**config.mk**
```make
export PLATFORM = sky130hd
export DESIGN_NAME = norm_sequencer
export DESIGN_NICKNAME = d
export VERILOG_FILES = /design/src/rtl/norm_pkg.sv /design/src/rtl/norm_lzc26.sv /design/src/rtl/norm_sequencer.sv
export SDC_FILE = /design/constraint.sdc
export NUM_CORES = 1
export LEC_CHECK = 0
export ABC_CLOCK_PERIOD_IN_PS = 2990
export BUFFER_PORTS_ARGS = -buffer_cell sky130_fd_sc_hd__buf_2
export CAP_MARGIN = 40
export CORE_ASPECT_RATIO = 0.6
export CORE_MARGIN = 2
export CORE_UTILIZATION = 49
export CTS_CLUSTER_SIZE = 10
export DETAILED_ROUTE_END_ITERATION = 12
export PLACE_DENSITY = 0.77
export SLEW_MARGIN = 25
export SYNTH_ARGS = -nofsm -noshare
export SYNTH_HDL_FRONTEND = slang
export SYNTH_SLANG_ARGS = --single-unit
```
**constraint.sdc**
```tcl
create_clock -name clk -period 2.99 [get_ports clk]
set_input_delay 0.598 -clock clk [delete_from_list [all_inputs] [get_ports clk]]
set_output_delay 0.598 -clock clk [all_outputs]
set_load 0.01 [all_outputs]
```
**src/rtl/norm_pkg.sv**
```systemverilog
// Shared widths, state encoding and exponent limits for the post-add normalization controller.
package norm_pkg;

    localparam int unsigned MANT_W = 26;
    localparam int unsigned FRAC_W = 23;
    localparam int unsigned EXP_W  = 8;
    localparam int unsigned LSH_W  = 5;

    localparam int unsigned FLAG_ZERO      = 0;
    localparam int unsigned FLAG_OVERFLOW  = 1;
    localparam int unsigned FLAG_UNDERFLOW = 2;

    localparam logic [EXP_W-1:0] EXP_MAX_NORMAL = 8'd254;
    localparam logic [EXP_W-1:0] EXP_INF        = 8'd255;

    typedef enum logic [1:0] {
        StIdle = 2'd0,
        StNorm = 2'd1,
        StDone = 2'd2
    } state_t;

endpackage

```
**src/rtl/norm_lzc26.sv**
```systemverilog
// Distance from the leading one of a 26-bit sum mantissa down to the hidden-bit position (bit 24).
module norm_lzc26
    import norm_pkg::*;
(
    input  logic [MANT_W-1:0] m,
    output logic [LSH_W-1:0]  lz
);

    // Ascending scan: the highest set bit below 24 writes last and wins.
    always_comb begin
        lz = '0;
        for (int i = 0; i < 24; i++) begin
            if (m[i]) begin
                lz = LSH_W'(24 - i);
            end
        end
        if (m[24] || m[25]) begin
            lz = '0;
        end
    end

endmodule

```
**src/rtl/norm_sequencer.sv**
```systemverilog
// Post-add normalization FSM: carry right-shift, bounded left shifts, zero/overflow/underflow.
module norm_sequencer
    import norm_pkg::*;
#(
    parameter int unsigned STEP = 1
) (
    input  logic              clk,
    input  logic              rst_n,
    input  logic              flush,
    input  logic              in_valid,
    output logic              in_ready,
    input  logic [MANT_W-1:0] in_mant,
    input  logic [EXP_W-1:0]  in_exp,
    input  logic              in_sign,
    output logic              out_valid,
    input  logic              out_ready,
    output logic [FRAC_W-1:0] out_frac,
    output logic [EXP_W-1:0]  out_exp,
    output logic              out_sign,
    output logic [LSH_W-1:0]  out_lsh,
    output logic [2:0]        out_flags
);

    localparam logic [LSH_W-1:0] STEP_SH = LSH_W'(STEP);

    state_t              state_q, state_d;
    logic [MANT_W-1:0]   m_q, m_d;
    logic [EXP_W-1:0]    e_q, e_d;
    logic                sign_q, sign_d;
    logic [LSH_W-1:0]    lsh_q, lsh_d;
    logic [2:0]          flags_q, flags_d;
    logic                valid_q, valid_d;
    logic [LSH_W-1:0]    lz;
    logic [LSH_W-1:0]    sh;

    norm_lzc26 u_lzc (
        .m  (m_q),
        .lz (lz)
    );

    assign sh = (lz < STEP_SH) ? lz : STEP_SH;

    // Exponent updates are guarded (e < 254 before +1, e > sh before -sh) so 8 bits never wrap.
    always_comb begin
        state_d = state_q;
        m_d     = m_q;
        e_d     = e_q;
        sign_d  = sign_q;
        lsh_d   = lsh_q;
        flags_d = flags_q;
        valid_d = valid_q;

        unique case (state_q)
            StIdle: begin
                if (in_valid) begin
                    m_d     = in_mant;
                    e_d     = in_exp;
                    sign_d  = in_sign;
                    lsh_d   = '0;
                    flags_d = '0;
                    state_d = StNorm;
                end
            end
            StNorm: begin
                if (m_q == '0) begin
                    flags_d[FLAG_ZERO] = 1'b1;
                    e_d                = '0;
                    state_d            = StDone;
                    valid_d            = 1'b1;
                end else if (m_q[25]) begin
                    if (e_q >= EXP_MAX_NORMAL) begin
                        flags_d[FLAG_OVERFLOW] = 1'b1;
                        e_d                    = EXP_INF;
                        m_d                    = '0;
                    end else begin
                        m_d = m_q >> 1;
                        e_d = e_q + 8'd1;
                    end
                    state_d = StDone;
                    valid_d = 1'b1;
                end else if (m_q[24]) begin
                    state_d = StDone;
                    valid_d = 1'b1;
                end else if (e_q <= {3'b000, sh}) begin
                    flags_d[FLAG_UNDERFLOW] = 1'b1;
                    e_d                     = '0;
                    m_d                     = '0;
                    state_d                 = StDone;
                    valid_d                 = 1'b1;
                end else begin
                    m_d   = m_q << sh;
                    e_d   = e_q - {3'b000, sh};
                    lsh_d = lsh_q + sh;
                end
            end
            StDone: begin
                if (out_ready) begin
                    state_d = StIdle;
                    valid_d = 1'b0;
                end
            end
            default: begin
                state_d = StIdle;
                valid_d = 1'b0;
            end
        endcase

        if (flush) begin
            state_d = StIdle;
            valid_d = 1'b0;
        end
    end

    always_ff @(posedge clk) begin
        if (!rst_n) begin
            state_q <= StIdle;
            m_q     <= '0;
            e_q     <= '0;
            sign_q  <= 1'b0;
            lsh_q   <= '0;
            flags_q <= '0;
            valid_q <= 1'b0;
        end else begin
            state_q <= state_d;
            m_q     <= m_d;
            e_q     <= e_d;
            sign_q  <= sign_d;
            lsh_q   <= lsh_d;
            flags_q <= flags_d;
            valid_q <= valid_d;
        end
    end

    assign in_ready  = rst_n && (state_q == StIdle);
    assign out_valid = valid_q;
    assign out_frac  = m_q[FRAC_W:1];
    assign out_exp   = e_q;
    assign out_sign  = sign_q;
    assign out_lsh   = lsh_q;
    assign out_flags = flags_q;

endmodule
```
==> flow_summary.yaml <==
timing:
  grt_setup_unrepaired: "true"
  timing.final.max_slew_violations: 0
  finalWorstPathRequiredPeriod_ps: 2940
  slew_headroom: 0.512
  hold_violations: 0
  fin_crit_sh: 0.982
  fin_setup_tns_ps: 0
  fmax_mhz: 341
  worst_clock_skew_ps: 8.61
  worstMarginPinSlew_ps: 725
  finalSetupViolations: 0
yosys:
  synth_cell_types: 67
  synth_most_common_cell: "dfxtp_1"
  synthMuxAreaShare: 0.0501
  synth_top_area_cell: "dfxtp_1"
  yosysSeqAreaShare: 0.271
  synth_top_family_by_area: "compound AO/OA/AOI/OAI gates"
  synthTopCellsByArea: "dfxtp_1 27%, buf_4 5.1%, mux2i_1 5.0%"
  synth-compound-area-share: 0.325
  synth_top_area_share: 0.271
  syn_inst: 406
  synthArstFlopShare: 0
  synth-edff-count: 0
  synth_area_sq_um: 3400
  syn_area_per_cell_sq_um: 8.37
  synth-simple-area-share: 0.180
  ys_warn_count: 0
  synthFlopType: "dfxtp_1"
  synth_commonest_cells: "46 x dfxtp_1, 35 x nand2_1, 31 x a21oi_1, 23 x buf_4"
  synth-xor-area-share: 0.0180
  synthAdderAreaFrac: 0.0523
  ys_seq_elements: 46
power_and_ir_drop:
  power_density_nw_per_um2: 478
  combPwrFrac: 0.375
  ir_drop_mv: 0.284
  leakage_uw: 0.00190
  pwr-share-clk: 0.275
  sw_frac_of_total: 0.361
  seqPwrFrac: 0.350
  switching_power_uw: 748
  p_int_uw: 1320
clock_network:
  clk_latency_ps: 290
  cts_tree: "done"
  cts_buffer_depth: 2
  htree_levels: 2
  cts_sinks: 46
  clk_pin_slew_ps: 70
  cts_root_buffer: "clkbuf_16"
  cts_hold_buf: 0
  numCtsBuffers: 5
run_status:
  outcome: "finished, final reports clean"
critical_path:
  reg2reg_depth: 14
  end_kind: "flip-flop"
  cp_max_fo: 12
  cp.required_ps: 3160
  critPathLaunchType: "flip-flop"
  worstPathArrival_ps: 3110
  path_class: "reg -> reg"
layout:
  nets: 558
  antennaDiodeCount: 0
  syn2layout_area_growth_pct: 27.5
  fin_cells: 593
  drive_gt1_frac: 0.358
  finalInstanceArea_sq_um: 4340
place:
  io_buffer_count: 81
  dp.cells: 575
  placed_cell_area_sq_um: 3970
  hpwl_microns: 8550
  gp_congestion: 0.970
detailed_routing:
  firstDrtPassIters: 6
  finalWirelength_microns: 12100
  post_drt_wl_per_cell_microns: 20.4
  drt_iter0_markers: 531
  vias_per_cell: 6.35
  drc: 0
  ant_nets: 0
  via_count: 3768
global_route:
  grt_pass1_wl_microns: 18200
  grt_overflow_total: 0
  grt_use_total: 0.307
  grt_pass1_vias: 3336
  grt_max_degree: 29
  antenna_found_initial: 0
floorplanning:
  rows: 23
  initial_core_util: 0.507
  core_sq_um: 6710
  die_h_microns: 68.5
  dieArea_sq_um: 7640
  ios: 82
  fp.dieW_microns: 112
worst_hold_path:
  whs_path_depth: 2
  min_path_type: "reg -> reg"
flow_run:
  cap_violations: 0
==> critical path, stage by stage, from the launching register on <==
cell and delay (ps):
dfxtp_2 360, nor4_4 50, buf_4 140, and4_4 180, a21oi_4 170, ha_4 150, inv_1 50, fa_2 350
a21o_4 240, a2111oi_4 400, nor3_4 90, buf_12 160, buf_4 140, a221oi_2 250, o21ai_1 90
==> path summary, 6_finish.rpt <==
kind                               from  slack, ps               endpoint
setup / recovery   m_q[11]$_SDFFE_PN0P_         50   m_q[23]$_SDFFE_PN0P_
hold / removal    out_sign$_SDFFE_PN0P_        470  out_sign$_SDFFE_PN0P_
setup reg to reg   m_q[11]$_SDFFE_PN0P_         50   m_q[23]$_SDFFE_PN0P_
hold reg to reg   out_sign$_SDFFE_PN0P_        470  out_sign$_SDFFE_PN0P_
==> flip-flops by register name, indices dropped and copies added, names as in the netlist <==
| register | flops |
|---|---|
| state_q | 2 |
| m_q | 26 |
| out_exp | 8 |
| out_flags | 3 |
| out_sign | 1 |
| out_valid | 1 |
| out_lsh | 5 |
==> per-layer routing <==
metal	part of all wire	global-route usage	up-vias
met5	0	0	-
met4	0.014	0.0494	0
met3	0.14	0.107	21
met2	0.39	0.421	295
met1	0.46	0.462	1746
li1	-	-	1706
==> through the flow <==
stage / utilization / hold slack (ps) / total power, uW / setup slack [ps]
floorplan: - / 476 / 1160 / 143
global placement: 0.592 / 442 / 1370 / 29.6
detailed placement: 0.592 / 451 / 1390 / -163
CTS: 0.629 / 462 / 1990 / 2.76
global route: 0.647 / 487 / 2150 / -40.9
finish: 0.647 / 466 / 2070 / 54.8
==> logic make-up (layout without fill, tap and decap cells) <==
| kind of cell | after synthesis | in the layout |
|---|---|---|
| fa+ha+maj | 13 | 13 |
| buf+inv | 58 | 151 |
| other cells | 2 | 9 |
| compound gates | 146 | 146 |
| flops | 46 | 46 |
| simple gates | 117 | 117 |
| mux | 17 | 17 |
| xor+xnor | 7 | 7 |
==> power by group through the flow <==
stage	combinational (uW)	sequential (uW)	clock [uW]
after CTS	715	712	565
after floorplan	433	725	0
after global placement	652	722	0
after global routing	832	729	590
final	778	725	569
after detailed placement	662	723	0
==> what timing repair did <==
action | CTS | global route
resized for setup | 6 | 22
setup endpoints to repair | 19 | 38
pin swaps | 6 | 6
setup buffers | 8 | 2
cloned | 0 | 0
hold endpoints to repair | 0 | 0
==> placed cells by master, fill, tap and decap left out, drive strengths merged, types with 4 or more instances in the layout <==
| master | n |
|---|---|
| ha | 11 |
| conb | 9 |
| a211oi | 17 |
| a22oi | 7 |
| dfxtp | 46 |
| a32oi | 11 |
| and2 | 5 |
| mux2i | 17 |
| a21o | 13 |
| clkbuf | 5 |
| a21oi | 32 |
| nor2 | 13 |
| nand3 | 17 |
| nor4 | 10 |
| o211ai | 5 |
| inv | 7 |
| nor3 | 7 |
| o32ai | 5 |
| nand2 | 35 |
| o21ai | 15 |
| nand2b | 14 |
| a31oi | 10 |
| buf | 136 |
| xnor2 | 4 |
| o221ai | 5 |
==> area by class of cell <==
class                           count  area [sq um]
Clock buffer                        5           125
Clock inverter                      3          21.3
Fill cell                         560          2370
Inverter                            7          26.3
Multi-Input combinational cell    309          2290
Sequential cell                    46           930
Tap cell                           87           109
Timing Repair Buffer              136           831
Note: power is estimated with default switching activity, not from simulation.
